File: src/rtl/norm_pkg.sv
// Shared types and helpers for the norm_stream pixel normaliser.
package norm_pkg;

  typedef enum logic [2:0] {
    S_IDLE,
    S_RECIP,
    S_WAIT_UP,
    S_RUN,
    S_DONE
  } state_t;

  typedef enum logic [1:0] {
    MODE_BYPASS    = 2'd0,
    MODE_TRUNC     = 2'd1,
    MODE_ROUND     = 2'd2,
    MODE_TRUNC_ALT = 2'd3
  } mode_t;

  function automatic int beats_per_frame(input int rows, input int cols, input int lanes);
    return (rows * cols) / lanes;
  endfunction

endpackage

File: src/rtl/norm_fifo.sv
// Synchronous FIFO with occupancy output; read data is forced to zero while empty.
module norm_fifo #(
  parameter int WIDTH = 9,
  parameter int DEPTH = 16
) (
  input  logic                     clk,
  input  logic                     rst_n,
  input  logic                     push,
  input  logic [WIDTH-1:0]         push_data,
  input  logic                     pop,
  output logic [WIDTH-1:0]         pop_data,
  output logic                     empty,
  output logic [$clog2(DEPTH):0]   level
);

  localparam int AW = $clog2(DEPTH);

  logic [WIDTH-1:0] mem [DEPTH];
  logic [AW-1:0]    wr_ptr;
  logic [AW-1:0]    rd_ptr;
  logic             full;
  logic             wr_en;
  logic             rd_en;

  assign empty    = (level == '0);
  assign full     = (level == (AW+1)'(DEPTH));
  assign wr_en    = push && !full;
  assign rd_en    = pop && !empty;
  assign pop_data = empty ? '0 : mem[rd_ptr];

  // NOTE: storage is deliberately left out of reset (and uses non-blocking
  // assignment like all clocked state); validity is tracked by level alone.
  always_ff @(posedge clk) begin
    if (wr_en) mem[wr_ptr] <= push_data;
  end

  always_ff @(posedge clk) begin
    if (!rst_n) begin
      wr_ptr <= '0;
      rd_ptr <= '0;
      level  <= '0;
    end else begin
      if (wr_en) wr_ptr <= wr_ptr + AW'(1);
      if (rd_en) rd_ptr <= rd_ptr + AW'(1);
      case ({wr_en, rd_en})
        2'b10:   level <= level + (AW+1)'(1);
        2'b01:   level <= level - (AW+1)'(1);
        default: level <= level;
      endcase
    end
  end

endmodule

File: src/rtl/norm_stream.sv
// Frame-based pixel normaliser: out = pix / den scaled to PIX_W bits, via a
// serially computed reciprocal and a one-stage multiplier feeding an output FIFO.
module norm_stream
  import norm_pkg::*;
#(
  parameter int PIX_W      = 8,
  parameter int LANES      = 1,
  parameter int OUT_ROWS   = 10,
  parameter int OUT_COLS   = 10,
  parameter int FRAC_W     = 24,
  parameter int FIFO_DEPTH = 16
) (
  input  logic                             clk,
  input  logic                             s_axis_resetn,
  input  logic                             ap_start,
  output logic                             ap_ready,
  output logic                             ap_done,
  input  logic                             upstream_done,
  input  logic [PIX_W-1:0]                 norm_denominator,
  input  logic                             norm_denominator_tvalid,
  input  logic [1:0]                       mode,
  input  logic                             s_axis_tvalid,
  output logic                             s_axis_tready,
  input  logic [LANES*PIX_W-1:0]           s_axis_tdata,
  output logic                             m_axis_tvalid,
  input  logic                             m_axis_tready,
  output logic [LANES*PIX_W-1:0]           m_axis_tdata,
  output logic                             m_axis_tlast,
  output logic [$clog2(FIFO_DEPTH):0]      fifo_level,
  output logic                             err_div0
);

  if ((OUT_ROWS * OUT_COLS) % LANES != 0) begin : g_bad_lanes
    $error("OUT_ROWS*OUT_COLS must be a multiple of LANES");
  end
  if (FRAC_W <= PIX_W) begin : g_bad_frac
    $error("FRAC_W must exceed PIX_W");
  end
  if ((FIFO_DEPTH < 2) || ((FIFO_DEPTH & (FIFO_DEPTH - 1)) != 0)) begin : g_bad_depth
    $error("FIFO_DEPTH must be a power of two");
  end

  localparam int BEATS = beats_per_frame(OUT_ROWS, OUT_COLS, LANES);
  localparam int DW    = LANES * PIX_W;
  localparam int LW    = $clog2(FIFO_DEPTH) + 1;
  localparam int CW    = $clog2(BEATS + 1);
  localparam int QW    = FRAC_W + 1;        // den=1 gives 2^FRAC_W
  localparam int IW    = $clog2(QW);
  localparam int RW    = PIX_W + 1;
  localparam int PW    = PIX_W + QW + 1;    // product plus rounding headroom
  localparam int SH    = FRAC_W - PIX_W;
  localparam logic [IW-1:0] TOP_IDX = IW'(FRAC_W);
  localparam logic [PW-1:0] RND     = PW'(1) << (SH - 1);
  localparam logic [PW-1:0] PIX_MAX = PW'((1 << PIX_W) - 1);

  state_t           state;
  logic [PIX_W-1:0] den_q;
  logic             bypass_q;
  logic             round_q;
  logic [QW-1:0]    coef;
  logic [RW-1:0]    rem;
  logic [IW-1:0]    bit_idx;
  logic             up_flag;
  logic [CW-1:0]    in_cnt;

  logic             s1_valid, s1_last, s2_valid, s2_last;
  logic [DW-1:0]    s1_data, s2_data, mult_data;
  logic [DW:0]      fifo_out;
  logic             fifo_empty;
  logic [LW:0]      occ;

  logic             start_fire, in_fire, out_fire;
  logic [RW:0]      den_ext, rem_shift;
  logic             rem_ge;
  logic [PIX_W-1:0] lane_pix;
  logic [PW-1:0]    lane_prod;

  assign start_fire = (state == S_IDLE) && ap_start && norm_denominator_tvalid;
  assign in_fire    = s_axis_tvalid && s_axis_tready;
  assign out_fire   = m_axis_tvalid && m_axis_tready;

  // Beats still in the two pipeline registers must have a FIFO slot reserved.
  assign occ = {1'b0, fifo_level} + (LW+1)'(s1_valid) + (LW+1)'(s2_valid);
  assign s_axis_tready = (state == S_RUN) && (occ < (LW+1)'(FIFO_DEPTH))
                         && (in_cnt < CW'(BEATS));

  // Restoring divider step; the dividend 2^FRAC_W has a single 1 at the top bit.
  assign den_ext   = (RW+1)'(den_q);
  assign rem_shift = {rem, bit_idx == TOP_IDX};
  assign rem_ge    = (rem_shift >= den_ext);

  // NOTE: every variable gets a default before the loop so no latch is
  // inferred; blocking assignment is used because values feed forward in-block.
  always_comb begin
    mult_data = '0;
    lane_pix  = '0;
    lane_prod = '0;
    for (int l = 0; l < LANES; l++) begin
      lane_pix  = s1_data[l*PIX_W +: PIX_W];
      lane_prod = PW'(lane_pix) * PW'(coef);
      if (round_q) lane_prod = lane_prod + RND;
      lane_prod = lane_prod >> SH;
      if (bypass_q)                  mult_data[l*PIX_W +: PIX_W] = lane_pix;
      else if (lane_prod > PIX_MAX)  mult_data[l*PIX_W +: PIX_W] = '1;
      else                           mult_data[l*PIX_W +: PIX_W] = PIX_W'(lane_prod);
    end
  end

  always_ff @(posedge clk) begin
    if (!s_axis_resetn) begin
      state    <= S_IDLE;
      ap_ready <= 1'b1;
      ap_done  <= 1'b0;
      err_div0 <= 1'b0;
      den_q    <= '0;
      bypass_q <= 1'b0;
      round_q  <= 1'b0;
      coef     <= '0;
      rem      <= '0;
      bit_idx  <= '0;
      up_flag  <= 1'b0;
      in_cnt   <= '0;
      s1_valid <= 1'b0;
      s1_last  <= 1'b0;
      s1_data  <= '0;
      s2_valid <= 1'b0;
      s2_last  <= 1'b0;
      s2_data  <= '0;
    end else begin
      s1_valid <= in_fire;
      s1_last  <= in_fire && (in_cnt == CW'(BEATS - 1));
      if (in_fire) s1_data <= s_axis_tdata;
      s2_valid <= s1_valid;
      s2_last  <= s1_last;
      if (s1_valid) s2_data <= mult_data;
      if (in_fire) in_cnt <= in_cnt + CW'(1);
      if (upstream_done && ((state != S_IDLE) || start_fire)) up_flag <= 1'b1;

      unique case (state)
        S_IDLE: begin
          if (start_fire) begin
            den_q    <= norm_denominator;
            bypass_q <= (norm_denominator == '0) || (mode_t'(mode) == MODE_BYPASS);
            round_q  <= (mode_t'(mode) == MODE_ROUND);
            if (norm_denominator == '0) err_div0 <= 1'b1;
            coef     <= '0;
            rem      <= '0;
            bit_idx  <= TOP_IDX;
            ap_ready <= 1'b0;
            state    <= S_RECIP;
          end
        end
        S_RECIP: begin
          coef <= {coef[QW-2:0], rem_ge};
          rem  <= RW'(rem_ge ? rem_shift - den_ext : rem_shift);
          if (bit_idx == '0) state <= S_WAIT_UP;
          else               bit_idx <= bit_idx - IW'(1);
        end
        S_WAIT_UP: begin
          if (up_flag) state <= S_RUN;
        end
        S_RUN: begin
          if (out_fire && m_axis_tlast) begin
            ap_done <= 1'b1;
            state   <= S_DONE;
          end
        end
        S_DONE: begin
          ap_done  <= 1'b0;
          ap_ready <= 1'b1;
          in_cnt   <= '0;
          up_flag  <= 1'b0;
          state    <= S_IDLE;
        end
        default: state <= S_IDLE;
      endcase
    end
  end

  norm_fifo #(
    .WIDTH (DW + 1),
    .DEPTH (FIFO_DEPTH)
  ) u_fifo (
    .clk       (clk),
    .rst_n     (s_axis_resetn),
    .push      (s2_valid),
    .push_data ({s2_last, s2_data}),
    .pop       (out_fire),
    .pop_data  (fifo_out),
    .empty     (fifo_empty),
    .level     (fifo_level)
  );

  assign {m_axis_tlast, m_axis_tdata} = fifo_out;
  assign m_axis_tvalid = !fifo_empty;

endmodule

File: config.mk
export PLATFORM = sky130hd
export DESIGN_NAME = norm_stream
export DESIGN_NICKNAME = d
export VERILOG_FILES = /design/src/rtl/norm_pkg.sv /design/src/rtl/norm_fifo.sv /design/src/rtl/norm_stream.sv
export SDC_FILE = /design/constraint.sdc
export NUM_CORES = 1
export LEC_CHECK = 0
export BUFFER_PORTS_ARGS = -buffer_cell sky130_fd_sc_hd__buf_4
export CORE_UTILIZATION = 60
export CTS_CLUSTER_DIAMETER = 60
export DETAILED_ROUTE_END_ITERATION = 8
export HOLD_SLACK_MARGIN = 0.1
export PLACE_DENSITY = 0.77
export SYNTH_ARGS = -nofsm -noshare
export SYNTH_HDL_FRONTEND = slang
export SYNTH_SLANG_ARGS = --single-unit
File: constraint.sdc
create_clock -name clk -period 7.55 [get_ports clk]
set_input_delay 0.755 -clock clk [delete_from_list [all_inputs] [get_ports clk]]
set_output_delay 0.755 -clock clk [all_outputs]
set_load 0.05 [all_outputs]
Word level (Yosys, flattened, before mapping)

Memories as Yosys holds them, arrays and structs flattened. A register that Yosys moved wholly into a read port is not among the register bits.
Cells that the tools add are included.

Memories: 1
Logic and storage cells: 112
Bits in registers: 96
Bits in writable memories: 144

Memories:

| name       | words | width | read ports | clocked after Yosys merged registers in | wr ports | RTL line        | source |
|---|---|---|---|---|---|---|---|
| u_fifo.mem | 16    | 9     | 1          | 1                                       | 1        | norm_fifo.sv:18 | `logic [WIDTH-1:0] mem [DEPTH];` |

Multipliers: 1
$lt $le $gt $ge: 4
Equal/unequal tests: 15
Bitwise operators: 1
Mux-type cells: 26
$add $sub $neg: 10
Reductions and logical operators: 33

Operators with widths:

| cell                                                            | number |
|---|---|
| case mux 25 bit (2 select lines)                                | 1 |
| adder 33 x 16 -> 34 bit (second input constant)                 | 1 |
| 2-to-1 mux 34 bit                                               | 1 |
| multiplier 8 x 25 -> 33 bit                                     | 1 |
| 2-to-1 mux 9 bit                                                | 3 |
| 2-to-1 mux 25 bit                                               | 1 |
| case mux 5 bit (2 select lines)                                 | 2 |
| greater-than comparator 18 x 8 -> 1 bit (second input constant) | 1 |
| case mux 9 bit (2 select lines)                                 | 1 |
| 2-to-1 mux 8 bit                                                | 2 |
| 2-to-1 mux 3 bit                                                | 4 |
| case mux 3 bit (4 select lines)                                 | 1 |
| logical AND 1 bit                                               | 11 |
| == test 5 bit (second input constant)                           | 2 |
| greater-or-equal comparator 10 x 8 -> 1 bit                     | 1 |
| zero test 5 bit                                                 | 2 |
| 2-to-1 mux 5 bit                                                | 2 |
| subtractor 5 x 1 -> 5 bit (second input constant)               | 2 |
| subtractor 9 x 8 -> 9 bit                                       | 1 |
| adder 4 x 1 -> 4 bit (second input constant)                    | 2 |
| zero test 8 bit                                                 | 1 |
| 2-to-1 mux 4 bit                                                | 2 |
| != test 2 bit (second input constant)                           | 4 |
| AND reduction 2 bit                                             | 4 |
| other kinds (25)                                                | 37 |

Logic depth before layout (Yosys ltp)

Gate-level depths: netlist (run 1).

Depth after elaboration: 7
Gate-level depth with buffers: 24

By module

From an unflattened synthesis (run 1), not the netlist that was laid out.

Cells, all modules: 1616
Area, all modules: 17262.8 um^2

By module, submodules not included:

| module      | times used | cells each | area an instance (um^2) |
|---|---|---|---|
| norm_stream | 1          | 1255       | 10635.2 |
| norm_fifo   | 1          | 361        | 6627.6 |

Worst setup path before layout (run 1)

No wires, ideal clock.

Kind: register to register
Start: reg s1_data[4], in the netlist lane_pix[4]
End: reg s2_data[1]
Required time: 7.402 ns
Library setup time: 0.148 ns
Data arrival time: 6.015 ns
Stages on the path, launching flop included: 24
Path slack: 1.387 ns
Clock period less this slack: 6.163 ns
Cell sequence: dfxtp_1 clkbuf_1 clkbuf_1 nand2_1 fa_1 inv_1 fa_1 fa_1 inv_1 fa_1 inv_1 ha_1 buf_2 a21oi_1 o21ai_1 or4_1 o21ba_2 a2111oi_2 xnor2_1 nand4_1 nor4_1 mux2i_1 nor3_4 a41oi_2

Cells in the longest elaborated chain, start to end: 6

RTL lines:

| element                                 | RTL line           | source |
|---|---|---|
| start: declaration                      | norm_stream.sv:67  | `logic [DW-1:0] s1_data, s2_data, mult_data;` |
| start signal: assignment                | norm_stream.sv:132 | `if (in_fire) s1_data <= s_axis_tdata;` |
| multiplier 8 x 25 -> 33 bit *           | norm_stream.sv:100 | `lane_prod = PW'(lane_pix) * PW'(coef);` |
| adder 33 x 16 -> 34 bit                 | norm_stream.sv:101 | `if (round_q) lane_prod = lane_prod + RND;` |
| 2-to-1 mux 34 bit *                     | norm_stream.sv:101 |  |
| greater-than comparator 18 x 8 -> 1 bit | norm_stream.sv:104 | `else if (lane_prod > PIX_MAX) mult_data[l*PIX_W +: PIX_W] = '1;` |
| 2-to-1 mux 8 bit *                      | norm_stream.sv:104 |  |
| 2-to-1 mux 8 bit *                      | norm_stream.sv:103 | `if (bypass_q) mult_data[l*PIX_W +: PIX_W] = lane_pix;` |
| end signal: assignment                  | norm_stream.sv:135 | `if (s1_valid) s2_data <= mult_data;` |
| end: declaration                        | norm_stream.sv:67  |  |

Mark *: on every way between the ends. The rest lies on a longest branch, timed or not.
A chain may end at the register's enable or synchronous reset.

Worst setup path in the final report (run 1)

Start: reg s1_data[4], in the netlist lane_pix[4]
End: reg s2_data[6]

Same word-level chain as after synthesis.

==> impl_summary.md, run 1 <==
Run status
The flow ran to the end, and the final reports show no timing, DRC or antenna violations.

Global route
Summed over all layers, the global routing overflow is 0. The met1 capacity usage during global routing is 35.8%. The number of global-route vias before repair was 12.0k.

After global routing, the most crowded layer is met2. The largest net degree at the start of global routing is 73. The met3 capacity usage during global routing is 3.57%. The wire length of the first global-routing pass is 62200 µm. The met2 capacity usage during global routing is 48.4%. The initial antenna violation count is 0.

The overall fraction of global-route tracks in use is 27.8%.

Pwr
Combinational logic burns 8.0% of the power. VDD sags by at most 0.000159 V. In this run the power density over the cells is 169 mW/mm². The sequential power share is 47.1%.

The clock network fraction of design power is 45.0%. The switching power total is 0.728 mW. The static leakage is 7.20 nW.

In this run switching power makes up 23.9% of total power. The internal power of the cells is 2.32 mW.

Placement
The number of port buffers is 43. Summed over all nets, the half-perimeter wirelength after detailed placement is 25700 µm. Once placement finished, the instance area stood at 0.0171 mm².

Routability-driven placement finished with a final weighted congestion of 0.869.

Worst setup path
The largest fanout on the critical path is 27. The signal on the critical path passes through nand2_1 > fa_1 > inv_1 > fa_1 > fa_1 > inv_1 > fa_1 > inv_1 > ha_1 > a21oi_1 > o21a_1 > o211ai_1 > or4_4 > nor4_4 > nand2_2 > or3_1 > mux2_4 > nor3_4 > a31oi_1. The startpoint type of the worst setup path is a flop. The nature of the critical path endpoint is a flop. Counting stages on the worst path, the most repeated cell is fa_1. Among cell families on the critical path, the largest total delay comes from adder cells. The largest stage delay on the critical path is 1.03 ns. Data on the critical path is required at its endpoint by 7.95 ns. The critical path is of the reg -> reg type. The number of buffer and inverter stages on the critical path is 3. The arrival time reported for the critical path endpoint is 7.41 ns. For this design, the slowest cell found on the critical path is dfxtp_1.

Yosys
The largest total area in the synthesized netlist belongs to edfxtp_1. The library cell with the highest instance count after synthesis is nand2_1. Sequential cells were found to cover 38.1% of the synthesized design area. The Yosys warning count is 0.

The number of distinct standard cells referenced by the synthesized netlist is 79. The number of flops mapped to enable cells by yosys is 144. After synthesis the netlist holds a flip-flop and latch count of 244. In the synthesized netlist the dominant register cell turns out to be edfxtp_1.

The top cell type by area accounts for 26.0% of the synthesized area. For this run, asynchronously set or reset flops after synthesis account for 0%. The number of nets handed over by synthesis was 1774. After synthesis, the most frequently instantiated cells are 162 x nand2_1, 149 x inv_1, 148 x and2_1, 144 x edfxtp_1, 139 x fa_1. Sorting the synthesized cells by area gives the leading types as edfxtp_1 26%, fa_1 17%, dfxtp_1 12%.

The number of cells produced by synthesis is 1538. The mapped netlist covers 0.0166 mm². The mean cell area of the mapped netlist is 10.8 µm².

Clock tree
Clock latency on the worst-skew pair, taken at its later pin, is 0.56 ns. The CTS buffer count is 27. The post-CTS repair timing setup buffer count is 0. The clock drives 244 sinks. After clock tree synthesis, the clock-pin slew on the worst setup and hold paths is 0.06 ns. The clock root buffer master is clkbuf_16. The quantity of gates resized following cts is 0. TritonCTS built the clock tree.

The maximum clock insertion buffer count is 3. CTS built an H-tree with a depth of 1. Hold repair after CTS inserted 0 buffers.

Timing
The final-report max-slew violation count is 0. The clock skew is 0.0162 ns. The post-route minimum period is 7.01 ns. The final clock period utilization by the worst path is 92.9%.

The worst hold slack is 0.447 ns. In this run the tightest slew margin relative to its limit is 27.8%. Setup violations remaining at the end of the flow were counted as 0. At the pin with the least slew margin, the transition time is 1.08 ns. Summed over all failing endpoints, the final setup total negative slack is 0 ns. The hold violation count in the final report is 0.

Setup repair after global routing left no endpoint under its margin. Timing would allow up to 143 MHz.

Layout
The number of diodes is 0. After routing the design area is 0.0181 mm². The post-route core utilization is 66.8%. At the end of the flow, the number of nets in the layout was 1782. From synthesis to final layout, the design area changed by 8.82%. Of the cells placed in the final design, the portion with a size suffix greater than 1 is 11.8%.

Detailed routing
The first detailed-routing pass ran for 5 iterations. The number of DRC violations after detailed routing is 0. After detailed routing, the average wire length per cell comes to 19.5 µm. The count of nets left with antenna violations once routing finished came out at 0. The wire length reported by the detailed router is 37300 µm.

For this block, the via count after detailed routing is 11.5k. The DRC violation total after the first TritonRoute iteration is 888. Using the TritonRoute via totals, the vias-per-cell ratio works out to 6.01.

Floorplanning
The horizontal die dimension is 168 µm. 44 I/O pins were placed. The floorplan row count is 60. The core area is 0.0270 mm². For this configuration, the core starts out at a cell density of 61.4%.

The area of the die is 0.0283 mm². The die is 168 µm tall.

Hold path
The path class of the tightest hold or removal check is reg -> reg.

Run
Across the run, the number of max-cap violations was 0.
registers in the layout, summed over array words and instances, names as in the netlist, 3 cells and up, named ones only:
| register | cells |
|---|---|
| u_fifo.mem | 144 |
| u_fifo.level | 5 |
| u_fifo.rd_ptr | 4 |
| lane_pix | 8 |
| state | 3 |
| rem | 9 |
| u_fifo.wr_ptr | 4 |
| coef | 25 |
| s2_data | 8 |
| den_q | 8 |
| bit_idx | 5 |
| in_cnt | 7 |
cell families (layout without fill, tap and decap cells):
logic type	Yosys count	count (layout)	synth area share, %
AND/OR/NAND/NOR	529	529	16.5
XOR/XNOR	49	49	2.71
multiplexers	57	57	6.91
adder cells (fa/ha/maj)	211	211	22.2
AO/OA/AOI/OAI	219	219	8.28
flip-flops	244	244	38.1
buffers and inverters	229	258	5.35
cell usage in the layout, fill, tap and decap left out, types with 5 or more instances in the layout:
cell,Yosys,routed
nand2_1,162,162
inv_1,149,149
and2_1,148,148
edfxtp_1,144,144
fa_1,139,139
a21oi_1,116,116
dfxtp_1,100,99
nor2_1,75,75
ha_1,72,72
buf_4,2,58
mux4_2,45,45
nand3_1,36,36
clkbuf_16,0,27
xnor2_1,26,26
o21ai_0,22,22
nor3_1,22,22
xor2_1,21,21
nor2b_1,15,15
nand4_1,15,15
a22oi_1,11,11
and3_1,10,10
a21o_1,9,9
a31oi_1,9,9
nor4_1,7,7
nand2b_1,7,7
or3_1,7,7
mux2_2,7,7
o211ai_1,6,6
o21bai_1,5,5
clkinvlp_2,0,5
worst paths after layout:
check | startpoint | slack [ns] | end | depth (start not counted)
max | lane_pix[4]$_SDFFE_PN0P_ | 0.54 | s2_data[6]$_SDFFE_PN0P_ | 19
min | err_div0$_SDFFE_PN0P_ | 0.45 | err_div0$_SDFFE_PN0P_ | 2
max reg2reg | lane_pix[4]$_SDFFE_PN0P_ | 0.54 | s2_data[6]$_SDFFE_PN0P_ | 19
min reg2reg | err_div0$_SDFFE_PN0P_ | 0.45 | err_div0$_SDFFE_PN0P_ | 2
area by class of cell:
cell class | instances | area (µm²)
Clock buffer | 30 | 687
Clock inverter | 20 | 239
Fill cell | 2049 | 8960
Inverter | 150 | 563
Multi-Input combinational cell | 1065 | 9390
Sequential cell | 244 | 6330
Tap cell | 341 | 427
Timing Repair Buffer | 58 | 435
tightest hold or removal path: stages, from the launching register on:
cell and delay [ns]:
dfxtp_1 0.31, inv_1 0.05, a21oi_1 0.05
per-stage QoR:
step / setup WS [ns] / cells / power, mW
finish: 0.540 / 1908 / 3.05
CTS: 0.649 / 1908 / 3.07
global route: 0.162 / 1908 / 3.15
detailed placement: 0.687 / 1858 / 1.70
floorplan: 1.39 / 1538 / 1.64
global placement: 0.820 / 1858 / 1.70
power by group through the flow:
stage	Combinational, mW	Sequential, mW	Clock [mW]
6_report	0.243	1.44	1.37
5_1_grt	0.267	1.44	1.44
4_1_cts	0.242	1.44	1.39
3_5_place_dp	0.237	1.46	0
3_3_place_gp	0.234	1.46	0
2_1_floorplan	0.186	1.45	0
metal layers:
metal / part of all wire, % / wire length, µm
met5: 0 / 0
met4: 3.2 / 1180
met3: 4.9 / 1820
met2: 50 / 18800
met1: 42 / 15500
No activity file was read; power rests on OpenSTA's default activity.
==> run 2: changes to the inputs <==
--- a/config.mk
+++ b/config.mk
@@ -13,4 +13,5 @@
 export PLACE_DENSITY = 0.77
 export SYNTH_ARGS = -nofsm -noshare
 export SYNTH_HDL_FRONTEND = slang
+export SYNTH_HIERARCHICAL = 1
 export SYNTH_SLANG_ARGS = --single-unit
==> run 2 against run 1 <==
Power down 8.3%. Cell area is 3.0% higher. Global-route usage is 0.96 points lower. Synthesized cell count increased by 5.1%. Cell count rose by 5.6%. Clock-buffer cell count up 1. Clock skew grew 0.012 ns. Critical endpoint is now s2_data[1]$_SDFFE_PN0P_. Fmax fell by 1.6%.
==> impl_summary.md, run 2 <==
Pwr
The power after layout is 2.80 mW (was 3.05 mW). The highest ir drop seen on vdd is 0.000167 V (was 0.000159 V). The power density over the cells came to 150 mW/mm² (was 169 mW/mm²).

The static leakage is 7.59 nW (was 7.20 nW).

Clock tree
The CTS buffer count came to 25 (was 27). The maximum clock insertion buffer count came to 3 (unchanged). The TritonCTS sink count is 244 (unchanged).

The post-CTS repair timing setup buffer count is 0 (unchanged). The clock root buffer master is clkbuf_16 (unchanged). The count of hold buffers inserted by post-cts repair is 0 (unchanged). The clock transition at the registers of the reported paths came to 0.06 ns (about the same). The clock insertion delay at the later pin of the skew report is 0.54 ns (was 0.56 ns). The TritonCTS clock tree is done (unchanged).

The number of H-tree levels is 1 (unchanged). The quantity of gates resized following cts came to 0 (unchanged).

Global route
The number of global-route vias before repair is 12.0k (about the same). The initial antenna violation count came to 1 (was 0). The largest net degree at the start of global routing came to 95 (was 73). The overall fraction of global-route tracks in use is 26.8% (was 27.8%). The wire length of the first global-routing pass is 62000 µm (was 62200 µm). The global route total overflow is 0 (unchanged).

The met3 capacity usage during global routing is 3.31% (was 3.57%). The met2 capacity usage during global routing is 45.6% (was 48.4%). The peak-usage layer in the global routing report is met2 (unchanged). The met1 capacity usage during global routing is 36.6% (was 35.8%).

Yosys
Synth cell count leaders: 161 x and2_1, 160 x nand2_1, 144 x edfxtp_1, 141 x inv_1, 138 x fa_1 (was 162 x nand2_1, 149 x inv_1, 148 x and2_1, 144 x edfxtp_1, 139 x fa_1). The most common flop cell mapped by yosys is edfxtp_1 (unchanged). The fraction of the mapped netlist area in compound gates is 9.87% (was 8.27%). The top cell type by total area after synthesis is edfxtp_1 (unchanged). The fraction of synthesized area in multiplexers was 6.86% (was 6.91%). The number of flops mapped to enable cells by yosys was 144 (unchanged). The xor and xnor fraction of the mapped netlist area is 1.88% (was 2.71%). The mean cell area of the mapped netlist is 10.7 µm² (was 10.8 µm²). The fraction of synthesized cell area taken by the top area cell type is 25.0% (was 26.0%). Ranking of synthesized cells by area: edfxtp_1 25%, fa_1 16%, dfxtp_1 12% (was edfxtp_1 26%, fa_1 17%, dfxtp_1 12%). The number of cells produced by synthesis was 1616 (was 1538). The async set-or-reset flop fraction in the synthesized netlist is 0% (unchanged). The Yosys warning count is 6 (was 0). The library cell with the highest instance count after synthesis is and2_1 (was nand2_1). The area of the mapped netlist was 0.0173 mm² (was 0.0166 mm²). The largest family of logic cells by synthesized area is adder cells (unchanged).

The net count after synthesis came to 1850 (was 1774). The number of distinct standard cells referenced by the synthesized netlist is 90 (was 79). The total of flip-flops plus latches after synthesis is 244 (unchanged). The post-synthesis share of cell area spent on and, or, nand and nor gates was 18.1% (was 16.5%). The adder-cell share of the synthesized area is 21.1% (was 22.2%). The part of the Yosys area used for sequential elements was 36.6% (was 38.1%).

Layout
The number of diodes is 0 (unchanged). The number of nets in the layout is 1851 (was 1782). The count of fill cells added during filler insertion is 2113 (was 2049).

Commonest cells after routing, fill and taps aside: 161 x and2_1, 160 x nand2_1, 144 x edfxtp_1 (was 162 x nand2_1, 149 x inv_1, 148 x and2_1). The commonest non-fill, non-tap cell in the layout is and2_1 (was nand2_1). The synthesis-to-layout area growth is 7.80% (was 8.82%). The final cell count without fillers is 2014 (was 1908). The register name with the most flops is u_fifo/mem (was u_fifo.mem).

The fraction of final layout cells sized beyond drive strength 1 is 11.6% (was 11.8%). The flip-flop count of the largest register after layout was 144 (unchanged). Registers with the most flip-flops: u_fifo/mem: 144 flops, coef: 25 flops, rem: 9 flops (was u_fifo.mem: 144 flops, coef: 25 flops, rem: 9 flops).

The post-route core utilization is 66.4% (was 66.8%).

Run
The max-capacitance violation count is 0 (unchanged).

Timing
The maximum frequency from static timing analysis came to 140 MHz (was 143 MHz). Unrepaired setup endpoints after global routing: false (unchanged). The number of failing setup endpoints in the final timing report is 0 (unchanged). The clock skew came to 0.0285 ns (was 0.0162 ns). The hold violation count in the final report is 0 (unchanged). The final-report max-slew violation count is 0 (unchanged). The worst relative slew slack is 24.3% (was 27.8%).

The minimum setup slack in the final design is 0.424 ns (was 0.540 ns). The final clock period utilization by the worst path was 94.4% (was 92.9%). The post-route minimum period is 7.13 ns (was 7.01 ns). The accumulated negative setup slack came to 0 ns (unchanged).

The worst-margin pin slew is 1.13 ns (was 1.08 ns).

Detailed routing
The vias after detailed routing is 12.0k (was 11.5k). The number of DRC violations after detailed routing is 0 (unchanged). The number of detailed-route iterations in the first pass was 5 (unchanged). The average via count per standard cell came to 5.95 (was 6.01).

The remaining number of nets flagged by the antenna check after routing is 0 (unchanged). The wire length reported by the detailed router is 38500 µm (was 37300 µm). The routed wire length per instance is 19.1 µm (was 19.5 µm). The DRC violation total after the first TritonRoute iteration came to 804 (was 888).

Floorplanning
The area of the die is 0.0295 mm² (was 0.0283 mm²). The height of the chip was 172 µm (was 168 µm). The floorplan row count is 61 (was 60). The horizontal die dimension is 172 µm (was 168 µm). The number of top-level pins came to 44 (unchanged). The core area is 0.0280 mm² (was 0.0270 mm²). The starting density of the core came to 61.6% (was 61.4%).

Worst setup path
The startpoint type of the worst setup path was a flop (unchanged). The startpoint-to-endpoint class of the critical path is reg -> reg (unchanged). The required time reported for the critical path endpoint is 7.95 ns (about the same). The nature of the critical path endpoint was a flop (unchanged).

The largest fanout on the critical path is 18 (was 27). The arrival time reported for the critical path endpoint is 7.52 ns (was 7.41 ns).

Hold path
The class of the tightest hold or removal check is reg -> reg (unchanged).

Placement
The minimum setup slack after placement came to 0.552 ns (was 0.687 ns). The weighted congestion reported at the end of routability-driven placement was 0.943 (was 0.869). The placed cell count is 1968 (was 1858). The half-perimeter wire length after placement is 28100 µm (was 25700 µm). The number of port buffers came to 43 (unchanged).

Run status
Status: finished clean (unchanged).
[run 2: report_power, final]
group / leakage (nW) / internal, mW / switching (mW)
clock: 0.393 / 0.673 / 0.521
combinational: 4.94 / 0.0767 / 0.106
sequential: 2.26 / 1.41 / 0.0156
[run 2: per-layer routing]
metal,vias up,routed length (µm)
met5,-,0
met4,0,824
met3,62,2030
met2,351,18600
met1,5982,17100
li1,5582,-
[run 2: worst paths after layout]
kind                       startpoint                 endpoint  slack [ns]  depth (start not counted)
max          lane_pix[5]$_SDFFE_PN0P_  s2_data[1]$_SDFFE_PN0P_        0.42                         23
min             ap_ready$_SDFFE_PN1P_    ap_ready$_SDFFE_PN1P_        0.46                          1
max reg2reg  lane_pix[5]$_SDFFE_PN0P_  s2_data[1]$_SDFFE_PN0P_        0.42                         23
min reg2reg     ap_ready$_SDFFE_PN1P_    ap_ready$_SDFFE_PN1P_        0.46                          1
[run 2: kinds of logic (layout without fill, tap and decap cells)]
kind of cell / Yosys count / count (layout)
AOI/OAI and AO/OA: 239 / 239
xor gates and xnor gates: 37 / 37
adders and majority gates: 209 / 209
buffers and inverters: 228 / 248
DFF: 244 / 244
muxes: 73 / 73
and+or+nand+nor: 586 / 586
[run 2: cell type report]
cell class              count  area, µm²  share of cell area (%)
repair buffers             61        458                    2.46
flip-flops and latches    244       6330                    34.0
inverters                 141        529                    2.84
clock inverters            15        136                   0.733
well taps                 378        473                    2.54
multi-input cells        1144      10000                    53.8
clock buffers              31        668                    3.59
[run 2: worst max-delay path, cell delays in order (launching register included)]
cell,delay (ns)
dfxtp_1,0.48
buf_4,0.32
and2_1,0.19
fa_1,0.44
fa_1,0.52
fa_1,0.52
fa_1,0.49
ha_1,0.41
nand2_1,0.09
o21ai_2,0.29
mux2_2,0.38
a311oi_2,0.24
ha_1,0.22
nand2_1,0.11
nor3_1,0.25
nand3_1,0.11
nor3b_1,0.18
a211oi_1,0.24
buf_4,0.19
or3b_2,0.49
o31ai_1,0.22
a21oi_1,0.09
and4bb_4,0.42
o21ai_2,0.08
[run 2: per-stage QoR]
| step | hold WS (ns) | instance area (µm²) |
|---|---|---|
| final | 0.459 | 18600 |
| after global routing | 0.463 | 18600 |
| after CTS | 0.454 | 18600 |
| after detailed placement | 0.435 | 17800 |
| after global placement | 0.431 | 17800 |
| after floorplan | 0.412 | 17300 |
==> run 3: changes to the inputs <==
--- a/config.mk
+++ b/config.mk
@@ -11,6 +11,7 @@
 export DETAILED_ROUTE_END_ITERATION = 8
 export HOLD_SLACK_MARGIN = 0.1
 export PLACE_DENSITY = 0.77
+export REMOVE_ABC_BUFFERS = 1
 export SYNTH_ARGS = -nofsm -noshare
 export SYNTH_HDL_FRONTEND = slang
 export SYNTH_HIERARCHICAL = 1
==> run 3 against run 2 <==
Clock power up 6%. Hold slack lost 0.0027 ns. Worst setup slack better by 0.053 ns. Largest power group unchanged. Sequential power about the same. Power increased by 2.4%. Global-route usage grew 0.26 points. Via count fell by 0.49%. Critical path depth unchanged.
==> impl_summary.md, run 3 (synthesized netlist as in run 2, its figures left out) <==
Run status
Status: finished clean (unchanged).

Layout
Commonest cells after routing, fill and taps aside: 161 x and2_1, 160 x nand2_1, 144 x edfxtp_1 (unchanged). The synthesis-to-layout area growth is 8.12% (was 7.80%). The number of diodes is 0 (unchanged). The number of nets in the layout was 1851 (unchanged). The register name with the most flops is u_fifo/mem (unchanged).

The count of fill cells added during filler insertion came to 2138 (was 2113). Registers with the most flip-flops: u_fifo/mem: 144 flops, coef: 25 flops, rem: 9 flops (unchanged). The fraction of final layout cells sized beyond drive strength 1 is 11.7% (was 11.6%).

The flip-flop count of the largest register after layout is 144 (unchanged). The commonest non-fill, non-tap cell in the layout is and2_1 (unchanged).

Worst setup path
The startpoint type of the worst setup path is a flop (unchanged). The arrival time reported for the critical path endpoint is 7.48 ns (was 7.52 ns). The cell occurring most often along the worst timing path is fa_1 (unchanged). The startpoint-to-endpoint class of the critical path is reg -> reg (unchanged). Crit-path cells: buf_4 > and2_1 > fa_1 > fa_1 > fa_1 > fa_1 > ha_1 > nand2_1 > o21ai_2 > mux2_2 > a311oi_2 > ha_1 > nand2_1 > nor3_1 > nand3_1 > nor3b_1 > a211oi_1 > buf_4 > or3b_2 > o31ai_1 > a21oi_1 > and4bb_4 > o21ai_2 (unchanged).

The number of buffer and inverter stages on the critical path was 2 (unchanged). The cell type group with the largest total delay on the critical path is adder cells (unchanged). The required time reported for the critical path endpoint is 7.95 ns (about the same). The standard cell with the maximum stage delay on the critical path is dfxtp_1 (was fa_1). The largest stage delay on the critical path came to 0.54 ns (was 0.52 ns). The largest fanout on the critical path was 16 (was 18).

The nature of the critical path endpoint is a flop (unchanged).

Clock tree
The CTS buffer count is 26 (was 25). The clock transition at the registers of the reported paths is 0.06 ns (about the same). The maximum clock insertion buffer count is 3 (unchanged).

The TritonCTS sink count is 244 (unchanged). The TritonCTS clock tree is done (unchanged). The count of hold buffers inserted by post-cts repair is 0 (unchanged). The clock root buffer master is clkbuf_16 (unchanged). The clock insertion delay at the later pin of the skew report is 0.53 ns (was 0.54 ns). The post-CTS repair timing setup buffer count is 0 (unchanged). The number of H-tree levels is 1 (unchanged). The quantity of gates resized following cts is 0 (unchanged).

Pwr
The power after layout came to 2.86 mW (was 2.80 mW). The static leakage was 7.62 nW (was 7.59 nW). The power density over the cells came to 153 mW/mm² (was 150 mW/mm²). The highest ir drop seen on vdd is 0.000166 V (was 0.000167 V).

Global route
The largest net degree at the start of global routing is 95 (unchanged). The initial antenna violation count is 0 (was 1). The wire length of the first global-routing pass was 62100 µm (was 62000 µm). The number of global-route vias before repair came to 11.9k (was 12.0k). The global route total overflow is 0 (unchanged). The overall fraction of global-route tracks in use is 27.1% (was 26.8%).

Timing
The accumulated negative setup slack is 0 ns (unchanged). The worst relative slew slack came to 14.0% (was 24.3%). The post-route minimum period is 7.07 ns (was 7.13 ns).

The hold violation count in the final report is 0 (unchanged). The worst-margin pin slew was 1.27 ns (was 1.13 ns). Unrepaired setup endpoints after global routing: false (unchanged).

The final-report max-slew violation count was 0 (unchanged). The clock skew is 0.0127 ns (was 0.0285 ns). The worst hold slack is 0.456 ns (was 0.459 ns).

The maximum frequency from static timing analysis was 141 MHz (was 140 MHz). The number of failing setup endpoints in the final timing report came to 0 (unchanged). The final clock period utilization by the worst path is 93.7% (was 94.4%).

Floorplanning
The core area is 0.0280 mm² (unchanged). The height of the chip came to 172 µm (unchanged). The horizontal die dimension is 172 µm (unchanged). The floorplan row count was 61 (unchanged). The number of top-level pins is 44 (unchanged). The area of the die was 0.0295 mm² (unchanged). The starting density of the core was 61.6% (unchanged).

Hold path
The class of the tightest hold or removal check was reg -> reg (unchanged).

Detailed routing
The DRC violation total after the first TritonRoute iteration is 808 (was 804). The wire length reported by the detailed router was 38900 µm (was 38500 µm). The vias after detailed routing is 11.9k (was 12.0k). The average via count per standard cell was 5.91 (was 5.95). The routed wire length per instance is 19.3 µm (was 19.1 µm). The number of DRC violations after detailed routing is 0 (unchanged).

The number of detailed-route iterations in the first pass was 5 (unchanged). The remaining number of nets flagged by the antenna check after routing is 0 (unchanged).

Placement
The number of port buffers is 43 (unchanged). The half-perimeter wire length after placement is 28500 µm (was 28100 µm). The weighted congestion reported at the end of routability-driven placement is 0.922 (was 0.943).

Run
The max-capacitance violation count is 0 (unchanged).
-- run 3: metrics by stage --
step / setup slack, ns / std cells / area (µm²) / util, %
after floorplan: 0.813 / 1529 / 16800 / -
after global placement: 0.677 / 1967 / 17800 / 63.6
after detailed placement: 0.527 / 1967 / 17800 / 63.6
after CTS: 0.511 / 2015 / 18700 / 66.6
after global routing: 0.105 / 2015 / 18700 / 66.6
final: 0.477 / 2015 / 18700 / 66.6
-- run 3: final timing paths --
path	start	to	slack (ns)	depth (start not counted)
max	lane_pix[3]$_SDFFE_PN0P_	s2_data[6]$_SDFFE_PN0P_	0.48	23
min	s1_last$_SDFF_PN0_	s2_last$_SDFF_PN0_	0.46	1
max reg2reg	lane_pix[3]$_SDFFE_PN0P_	s2_data[6]$_SDFFE_PN0P_	0.48	23
min reg2reg	s1_last$_SDFF_PN0_	s2_last$_SDFF_PN0_	0.46	1
-- run 3: layout make-up --
cell class              count  area (µm²)  share of cell area (%)
clock buffers              33         707                    3.79
repair buffers             60         450                    2.41
clock inverters            15         158                   0.845
well taps                 378         473                    2.53
multi-input cells        1144       10000                    53.7
inverters                 141         529                    2.84
flip-flops and latches    244        6330                    33.9
-- run 3: worst reg2reg max path, delay by kind of cell, from the launching register on --
| family | cells | cell delay, ns |
|---|---|---|
| buffers and inverters | 2 | 0.50 |
| and+or+nand+nor | 8 | 1.78 |
| DFF | 1 | 0.54 |
| muxes | 1 | 0.39 |
| adders and majority gates | 6 | 2.56 |
| AOI/OAI and AO/OA | 6 | 1.16 |
-- run 3: per-layer routing --
layer  share of wire, %  wire length [µm]  up-vias  global-route usage, %
met4                2.0               791        0                   5.98
met2                 49             19200      381                   46.2
met3                5.8              2270       62                   4.10
met1                 43             16600     5896                   36.5
met5                  0                 0        -                      0
li1                   -                 -     5579                      -
-- run 3: power by group --
part | internal [mW] | switching (mW)
sequential | 1.41 | 0.0151
clock | 0.738 | 0.524
combinational | 0.0761 | 0.104
total | 2.22 | 0.643
